[src/rtl/multicycle_control_if.sv]
// Control bus between the multicycle control unit and the shared datapath.
// master: the control unit. It reads opcode/funct/zero/mem_ready and drives all selects
//         and strobes plus the debug state.
// slave:  the datapath/memory side, which sees the opposite directions.
interface multicycle_control_if;
  logic [5:0] opcode;
  logic [5:0] funct;
  logic       zero;
  logic       mem_ready;
  logic       pc_write;
  logic       pc_write_cond;
  logic [1:0] pc_src;
  logic       iord;
  logic       mem_read;
  logic       mem_write;
  logic       ir_write;
  logic       reg_write;
  logic       reg_dst;
  logic       mem_to_reg;
  logic       alu_src_a;
  logic [1:0] alu_src_b;
  logic [2:0] alu_op;
  logic       ext_op;
  logic       illegal;
  logic [3:0] state;

  modport master (
    input  opcode, funct, zero, mem_ready,
    output pc_write, pc_write_cond, pc_src, iord, mem_read, mem_write, ir_write,
           reg_write, reg_dst, mem_to_reg, alu_src_a, alu_src_b, alu_op, ext_op,
           illegal, state
  );

  modport slave (
    output opcode, funct, zero, mem_ready,
    input  pc_write, pc_write_cond, pc_src, iord, mem_read, mem_write, ir_write,
           reg_write, reg_dst, mem_to_reg, alu_src_a, alu_src_b, alu_op, ext_op,
           illegal, state
  );
endinterface

[src/rtl/multicycle_control.sv]
// Main control FSM of the multicycle core. It steps the shared datapath through
// fetch/decode/execute/memory/writeback and drives every datapath select.
// Ports:
//   clk   - rising-edge clock
//   reset - synchronous, active-high. It also gates all strobes low combinationally.
//   bus   - control bus (master side). Inputs: opcode, funct, zero, mem_ready.
//           Outputs: PC/memory/register-file strobes, mux selects, alu_op, ext_op,
//           illegal and the debug state.
module multicycle_control (
  input  logic                       clk,
  input  logic                       reset,
  multicycle_control_if.master       bus
);

  typedef enum logic [3:0] {
    StFetch  = 4'd0,
    StDecode = 4'd1,
    StMemAdr = 4'd2,
    StMemRd  = 4'd3,
    StMemWb  = 4'd4,
    StMemWr  = 4'd5,
    StExecR  = 4'd6,
    StAluWb  = 4'd7,
    StBranch = 4'd8,
    StImmExe = 4'd9,
    StJump   = 4'd10
  } state_e;

  localparam logic [5:0] OpR    = 6'h00;
  localparam logic [5:0] OpLw   = 6'h23;
  localparam logic [5:0] OpSw   = 6'h2B;
  localparam logic [5:0] OpBeq  = 6'h04;
  localparam logic [5:0] OpJ    = 6'h02;
  localparam logic [5:0] OpAddi = 6'h08;
  localparam logic [5:0] OpAndi = 6'h0C;
  localparam logic [5:0] OpOri  = 6'h0D;

  localparam logic [2:0] AluAdd   = 3'b000;
  localparam logic [2:0] AluSub   = 3'b001;
  localparam logic [2:0] AluFunct = 3'b010;
  localparam logic [2:0] AluAnd   = 3'b011;
  localparam logic [2:0] AluOr    = 3'b100;

  state_e state_q, state_d;

  // Un-gated strobes. reset masks them further down.
  logic       pc_write_c, pc_write_cond_c, ir_write_c, mem_read_c, mem_write_c;
  logic       reg_write_c, illegal_c;

  // funct is decoded by the ALU control and zero is used by the PC logic. This block
  // does not read either of them.
  logic unused_inputs;
  assign unused_inputs = ^{bus.funct, bus.zero};

  always_ff @(posedge clk) begin
    if (reset) begin
      state_q <= StFetch;
    end else begin
      state_q <= state_d;
    end
  end

  always_comb begin
    state_d         = StFetch;
    pc_write_c      = 1'b0;
    pc_write_cond_c = 1'b0;
    ir_write_c      = 1'b0;
    mem_read_c      = 1'b0;
    mem_write_c     = 1'b0;
    reg_write_c     = 1'b0;
    illegal_c       = 1'b0;
    bus.pc_src      = 2'b00;
    bus.iord        = 1'b0;
    bus.reg_dst     = 1'b0;
    bus.mem_to_reg  = 1'b0;
    bus.alu_src_a   = 1'b0;
    bus.alu_src_b   = 2'b00;
    bus.alu_op      = AluAdd;
    bus.ext_op      = 1'b1;

    case (state_q)
      StFetch: begin
        mem_read_c    = 1'b1;
        bus.alu_src_b = 2'b01;
        if (bus.mem_ready) begin
          ir_write_c = 1'b1;
          pc_write_c = 1'b1;
          state_d    = StDecode;
        end else begin
          state_d    = StFetch;
        end
      end
      StDecode: begin
        // Precompute the branch target into ALUOut.
        bus.alu_src_b = 2'b11;
        case (bus.opcode)
          OpLw, OpSw:              state_d = StMemAdr;
          OpR:                     state_d = StExecR;
          OpBeq:                   state_d = StBranch;
          OpAddi, OpAndi, OpOri:   state_d = StImmExe;
          OpJ:                     state_d = StJump;
          default: begin
            state_d   = StFetch;
            illegal_c = 1'b1;
          end
        endcase
      end
      StMemAdr: begin
        bus.alu_src_a = 1'b1;
        bus.alu_src_b = 2'b10;
        state_d       = (bus.opcode == OpLw) ? StMemRd : StMemWr;
      end
      StMemRd: begin
        mem_read_c = 1'b1;
        bus.iord   = 1'b1;
        state_d    = bus.mem_ready ? StMemWb : StMemRd;
      end
      StMemWb: begin
        reg_write_c    = 1'b1;
        bus.mem_to_reg = 1'b1;
        state_d        = StFetch;
      end
      StMemWr: begin
        mem_write_c = 1'b1;
        bus.iord    = 1'b1;
        state_d     = bus.mem_ready ? StFetch : StMemWr;
      end
      StExecR: begin
        bus.alu_src_a = 1'b1;
        bus.alu_op    = AluFunct;
        state_d       = StAluWb;
      end
      StAluWb: begin
        reg_write_c = 1'b1;
        bus.reg_dst = (bus.opcode == OpR);
        state_d     = StFetch;
      end
      StBranch: begin
        bus.alu_src_a   = 1'b1;
        bus.alu_op      = AluSub;
        pc_write_cond_c = 1'b1;
        bus.pc_src      = 2'b01;
        state_d         = StFetch;
      end
      StImmExe: begin
        bus.alu_src_a = 1'b1;
        bus.alu_src_b = 2'b10;
        case (bus.opcode)
          OpAndi: begin
            bus.alu_op = AluAnd;
            bus.ext_op = 1'b0;
          end
          OpOri: begin
            bus.alu_op = AluOr;
            bus.ext_op = 1'b0;
          end
          default: begin
            bus.alu_op = AluAdd;
            bus.ext_op = 1'b1;
          end
        endcase
        state_d = StAluWb;
      end
      StJump: begin
        pc_write_c = 1'b1;
        bus.pc_src = 2'b10;
        state_d    = StFetch;
      end
      // Encodings 11-15: recover to FETCH with all strobes low.
      default: state_d = StFetch;
    endcase
  end

  // Reset kills every strobe at once, so an aborted instruction issues no write.
  assign bus.pc_write      = pc_write_c      & ~reset;
  assign bus.pc_write_cond = pc_write_cond_c & ~reset;
  assign bus.ir_write      = ir_write_c      & ~reset;
  assign bus.mem_read      = mem_read_c      & ~reset;
  assign bus.mem_write     = mem_write_c     & ~reset;
  assign bus.reg_write     = reg_write_c     & ~reset;
  assign bus.illegal       = illegal_c       & ~reset;
  assign bus.state         = state_q;

endmodule

[src/flat_wrapper.sv]
// flat-port wrapper written by rule: the top's interface ports become plain ports
module multicycle_control_flat 
  (clk, reset, bus_opcode, bus_funct, bus_zero, bus_mem_ready, bus_pc_write, bus_pc_write_cond, bus_pc_src, bus_iord, bus_mem_read, bus_mem_write, bus_ir_write, bus_reg_write, bus_reg_dst, bus_mem_to_reg, bus_alu_src_a, bus_alu_src_b, bus_alu_op, bus_ext_op, bus_illegal, bus_state);
  multicycle_control_if bus_i ();
  input  logic clk;
  input  logic reset;
  input wire logic [$bits(bus_i.opcode)-1:0] bus_opcode;
  input wire logic [$bits(bus_i.funct)-1:0] bus_funct;
  input wire logic [$bits(bus_i.zero)-1:0] bus_zero;
  input wire logic [$bits(bus_i.mem_ready)-1:0] bus_mem_ready;
  output wire logic [$bits(bus_i.pc_write)-1:0] bus_pc_write;
  output wire logic [$bits(bus_i.pc_write_cond)-1:0] bus_pc_write_cond;
  output wire logic [$bits(bus_i.pc_src)-1:0] bus_pc_src;
  output wire logic [$bits(bus_i.iord)-1:0] bus_iord;
  output wire logic [$bits(bus_i.mem_read)-1:0] bus_mem_read;
  output wire logic [$bits(bus_i.mem_write)-1:0] bus_mem_write;
  output wire logic [$bits(bus_i.ir_write)-1:0] bus_ir_write;
  output wire logic [$bits(bus_i.reg_write)-1:0] bus_reg_write;
  output wire logic [$bits(bus_i.reg_dst)-1:0] bus_reg_dst;
  output wire logic [$bits(bus_i.mem_to_reg)-1:0] bus_mem_to_reg;
  output wire logic [$bits(bus_i.alu_src_a)-1:0] bus_alu_src_a;
  output wire logic [$bits(bus_i.alu_src_b)-1:0] bus_alu_src_b;
  output wire logic [$bits(bus_i.alu_op)-1:0] bus_alu_op;
  output wire logic [$bits(bus_i.ext_op)-1:0] bus_ext_op;
  output wire logic [$bits(bus_i.illegal)-1:0] bus_illegal;
  output wire logic [$bits(bus_i.state)-1:0] bus_state;
  assign bus_i.opcode = bus_opcode;
  assign bus_i.funct = bus_funct;
  assign bus_i.zero = bus_zero;
  assign bus_i.mem_ready = bus_mem_ready;
  assign bus_pc_write = bus_i.pc_write;
  assign bus_pc_write_cond = bus_i.pc_write_cond;
  assign bus_pc_src = bus_i.pc_src;
  assign bus_iord = bus_i.iord;
  assign bus_mem_read = bus_i.mem_read;
  assign bus_mem_write = bus_i.mem_write;
  assign bus_ir_write = bus_i.ir_write;
  assign bus_reg_write = bus_i.reg_write;
  assign bus_reg_dst = bus_i.reg_dst;
  assign bus_mem_to_reg = bus_i.mem_to_reg;
  assign bus_alu_src_a = bus_i.alu_src_a;
  assign bus_alu_src_b = bus_i.alu_src_b;
  assign bus_alu_op = bus_i.alu_op;
  assign bus_ext_op = bus_i.ext_op;
  assign bus_illegal = bus_i.illegal;
  assign bus_state = bus_i.state;
  multicycle_control u_core (.clk(clk), .reset(reset), .bus(bus_i));
endmodule
[config.mk]
export PLATFORM = sky130hd
export DESIGN_NAME = multicycle_control_flat
export DESIGN_NICKNAME = d
export VERILOG_FILES = /design/src/rtl/multicycle_control_if.sv /design/src/rtl/multicycle_control.sv /design/src/flat_wrapper.sv
export SDC_FILE = /design/constraint.sdc
export NUM_CORES = 1
export LEC_CHECK = 0
export ABC_AREA = 1
export CELL_PAD_IN_SITES_DETAIL_PLACEMENT = 1
export CELL_PAD_IN_SITES_GLOBAL_PLACEMENT = 1
export CORE_MARGIN = 3
export CORE_UTILIZATION = 19
export DETAILED_ROUTE_END_ITERATION = 8
export PLACE_DENSITY = 0.82
export SETUP_SLACK_MARGIN = 0.05
export SKIP_CTS_REPAIR_TIMING = 1
export SYNTH_ARGS = -nofsm -noshare
export SYNTH_HDL_FRONTEND = slang
export SYNTH_SLANG_ARGS = --single-unit
export TNS_END_PERCENT = 100
[constraint.sdc]
create_clock -name clk -period 1.3 [get_ports clk]
set_input_delay 0.325 -clock clk [delete_from_list [all_inputs] [get_ports clk]]
set_output_delay 0.325 -clock clk [all_outputs]
set_load 0.01 [all_outputs]
== After elaboration in Yosys (flattened, before gate mapping) ==
Cells that the tools add are included.

* Register bits after elaboration: 4
* Output and inout port bits: 23
* Word-level logic and storage cells: 63
* Bits of input ports: 16

* Reductions and logical operators: 12
* Equal/unequal tests: 17
* Bitwise gates (word level): 8
* Muxes and demuxes: 25

{| class="wikitable"
|+ Operator list
! cell !! number
|-
| 4-bit case mux with 6 select lines || 1
|-
| 4-bit case mux with 5 select lines || 1
|-
| 6-bit by 4-bit equality test with 1-bit output, second input constant || 3
|-
| 4-bit by 3-bit equality test with 1-bit output, second input constant || 4
|-
| 1-bit two-way mux || 15
|-
| 2-bit OR reduction || 7
|-
| 4-bit equality test, second input constant || 3
|-
| 6-bit equality test, second input constant || 2
|-
| 3-bit two-way mux || 3
|-
| 3-bit case mux with 3 select lines || 1
|-
| 4-bit by 2-bit equality test with 1-bit output, second input constant || 2
|-
| 8-bit OR reduction || 1
|-
| 1-bit AND || 7
|-
| 6-bit by 2-bit equality test with 1-bit output, second input constant || 1
|-
| 6-bit by 3-bit equality test with 1-bit output, second input constant || 1
|-
| 6-bit zero test || 1
|-
| 2-bit case mux with 3 select lines || 1
|-
| 3-bit case mux with 2 select lines || 1
|-
| 4-bit by 1-bit equality test with 1-bit output, second input constant || 1
|-
| 4-bit zero test || 1
|-
| 2-bit case mux with 2 select lines || 1
|-
| 4-bit OR reduction || 1
|-
| 3-bit OR reduction || 1
|-
| 1-bit case mux with 2 select lines || 1
|-
| 1-bit inverter || 1
|}

== Depth between registers and ports, before layout ==
* Word-level depth: 5
* Mapped depth: 8
* Mapped depth without buffers: 8

== Worst setup path after synthesis ==
OpenSTA, ideal clock, no wires.

* Path type: reg2out
* Start: register u_core.state_q[0] (netlist: u_core.bus.state[0])
* End: output bus_alu_op[2]
* Data arrival time: 1.126 ns
* Required time: 0.975 ns
* Setup slack: -0.151 ns
* Stages on the path, launching flop included: 5
* Buffers on the path: 0
* Path through: dfxtp_1 -> nand2_2 -> nor2_1 -> nand4_1 -> nor2_1

* Word-level cells in the longest chain between the ends: 2
* Elaborated cells on any way between the ends: 4
* Those cells by class: 3 x eq/ne; 1 x mux

{| class="wikitable"
|+ RTL lines
! element !! RTL line !! RTL
|-
| start: declaration || multicycle_control.sv:44 || <nowiki>state_e state_q, state_d;</nowiki>
|-
| start signal: assignment || multicycle_control.sv:57 || <nowiki>state_q <= StFetch;</nowiki>
|-
| start signal: assignment || multicycle_control.sv:59 || <nowiki>state_q <= state_d;</nowiki>
|-
| 4-bit equality test or 4-bit by 3-bit equality test with 1-bit output (tied branches) || multicycle_control.sv:81 || <nowiki>case (state_q)</nowiki>
|-
| 3-bit case mux with 3 select lines (*) || multicycle_control.sv:81 ||
|-
| end: declaration || flat_wrapper.sv:23 || <nowiki>output wire logic [$bits(bus_i.alu_op)-1:0] bus_alu_op;</nowiki>
|}

Mark *: on every way between the ends. The rest lies on a longest branch, timed or not.

== Final worst setup path ==
* Start: register u_core.state_q[1] (netlist: u_core.bus.state[1])
* End: output bus_ext_op

* Word-level cells in the longest chain between the ends: 2

{| class="wikitable"
|+ RTL lines
! element !! RTL line !! RTL
|-
| 4-bit equality test || multicycle_control.sv:81 ||
|-
| 1-bit two-way mux || multicycle_control.sv:81 ||
|-
| end: declaration || flat_wrapper.sv:24 || <nowiki>output wire logic [$bits(bus_i.ext_op)-1:0] bus_ext_op;</nowiki>
|}

Every way passes these cells.

==> results_dict.tcl <==
set metrics [dict create \
    start_util_pct 20.6 \
    root_buffer "clkbuf_4" \
    synth_common_cells "nor2_1 (26), nand2_1 (22), inv_1 (21), nand3_1 (10), o21ai_0 (5)" \
    fin_ws_ns -0.374 \
    maxCapViolCount 0 \
    async_flop_share_pct 0 \
    antenna_found_initial 0 \
    syn2layout_area_growth_pct 139 \
    fillCellCount 341 \
    violations "setup timing" \
    gp_congestion 0.877 \
    outcome "finished, violations left" \
    finalSetupViolCount 19 \
    netlist.area_leader.share_pct 18.6 \
    fp.dieArea_um2 3430 \
    drv_slew 0 \
    powerDensity_nw_per_um2 395 \
    final_cells 202 \
    dr_total_vias 938 \
    synth.avg_cell_area_um2 4.95 \
    synth_edf_count 0 \
    ctsLongestPathBuffers 2 \
    cp_cell_sequence "inv_4, nand2_4, nor2_4, nand4_1, buf_4, buf_6" \
    syn_inst 106 \
    yosysMostFrequentCell "nor2_1" \
    grt_pass1_vias 919 \
    critPathArrivalTime_ns 1.35 \
    die_w_um 58.5 \
    synth_area_leaders "nor2_1 (19%), nand2_1 (16%), dfxtp_1 (15%)" \
    num_rows 18 \
    fp.coreArea_um2 2540 \
    leakagePower_nw 0.777 \
    layout-drive-gt1-share_pct 57.6 \
    drc 0 \
    required_ns 0.98 \
    syn_area_um2 524 \
    hold_ws_ns 0.605 \
    viasPerCell 4.64 \
    clk_latency_ns 0.24 \
    diodes 0 \
    ys_seq_area_share_pct 15.3 \
    grtUsageTotal_pct 16.0 \
    final_cell_area_um2 1250 \
    r2r_start "u_core.bus.state[1]" \
    dp_hpwl_mm 2.24 \
    finalNetCount 189 \
    cts_made_buffers 3 \
    critPathKind "reg -> out" \
    overflow 0 \
    rsz0062_at_grt "yes" \
    die_y_um 58.5 \
    synth_area_leader_cell "nor2_1" \
    p_total_uw 496 \
    hold_viol_final 0 \
    postRouteAntennaNets 0 \
    max_slew_margin_pct 73.7 \
    fin_crit_sh_pct 129 \
    finalWirelength_mm 2.80 \
    crit_start "u_core.bus.state[1]" \
    place_ws_ns -1.02 \
    finalCriticalPeriod_ns 1.67 \
    largest_reg_flops 4 \
    synth_nets 122 \
    dp_cells 197 \
    ios 39 \
    worstHoldPathType "in -> reg" \
    fin_skew_ns 0.000667 \
    max_freq_ghz 0.598 \
    drt_iter0_drc 23 \
    worstHoldStart "bus_opcode[1]" \
    io_buffers 31 \
    crit_slowest_cell "dfxtp_4" \
    clock-sinks 4 \
    clk_pin_slew_worst_paths_ns 0.04 \
    tritoncts "done" \
    critPathMaxStageDelay_ns 0.37 \
    firstDrtPassIters 4 \
    grt_max_degree 8 \
    wl_per_cell_um 13.9 \
    synthFlopType "dfxtp_1" \
    peakVddDrop_uv 642 \
    worst_slew_pin_slew_ns 0.394 \
    reg2reg_slack_ns 0.07 \
    grt_pass1_wl_mm 4.24 \
    synth_seq_cells 4 \
    h-tree-depth 1 \
    place_area_um2 1150 \
    ys_types 17 \
    yosys_warnings 0 \
    critPathMaxFanout 5 \
    cp-start-kind "flip-flop" \
    endpoint_kind "output pin" \
]
==> final cells by class <==
type / count / area, um2 / share of cell area [%]
Multi-Input combinational cell: 80 / 503 / 40.1
Timing Repair Buffer: 63 / 502 / 40.0
Sequential cell: 4 / 95.1 / 7.58
Inverter: 21 / 91.3 / 7.28
Tap cell: 30 / 37.5 / 2.99
Clock buffer: 4 / 26.3 / 2.09
==> critical path, delay by kind of cell (launching register included) <==
kind                   cells  cell delay, ns
DFF                        1            0.37
buffers and inverters      3            0.37
and+or+nand+nor            3            0.38
==> where the power goes <==
group / internal, mW / total [mW] / leakage, nW / switching [mW]
sequential: 0.120 / 0.128 / 0.0355 / 0.00833
combinational: 0.0930 / 0.192 / 0.726 / 0.0992
clock: 0.116 / 0.175 / 0.0150 / 0.0592
total: 0.329 / 0.496 / 0.777 / 0.167
==> stage by stage <==
| stage | TNS (ns) | utilization [%] |
|---|---|---|
| after global placement | -13.57 | 45.4 |
| after CTS | -16.95 | 46.4 |
| after floorplan | 0 | - |
| after global routing | -6.06 | 49.3 |
| final | -4.59 | 49.3 |
| after detailed placement | -15.05 | 45.4 |
==> path summary, 6_finish.rpt <==
check / end / cells after the start
setup / recovery: bus_ext_op / 6
hold / removal: u_core.bus.state[3] / 5
setup reg to reg: u_core.bus.state[2] / 10
hold reg to reg: u_core.bus.state[1] / 5
==> routing by layer <==
metal  share of wire [%]  track usage, %
met2                  53            29.7
met5                   0               0
met3                 5.0            3.73
met1                  41            19.5
met4                0.50           0.993
==> placed cells by master, fill, tap and decap left out, types with 2 or more instances in the layout <==
cell type / n
o21ai_2: 3
a211oi_2: 2
nand4_1: 2
inv_1: 15
clkbuf_2: 8
clkbuf_4: 3
buf_2: 10
dfxtp_4: 4
nand3_1: 8
a21oi_1: 3
dlymetal6s2s_1: 11
nand3_2: 2
nor2_4: 6
inv_2: 2
buf_4: 29
nor2_2: 11
nand2_2: 6
buf_6: 5
inv_4: 3
nor2_1: 13
nand2_1: 15
==> logic make-up after synthesis <==
logic type / count (synthesis) / share of synthesized area, %
AND/OR/NAND/NOR: 68 / 55.8
buffers and inverters: 22 / 15.8
AO/OA/AOI/OAI: 12 / 13.1
flip-flops: 4 / 15.3
No activity file was read; power rests on OpenSTA's default activity.
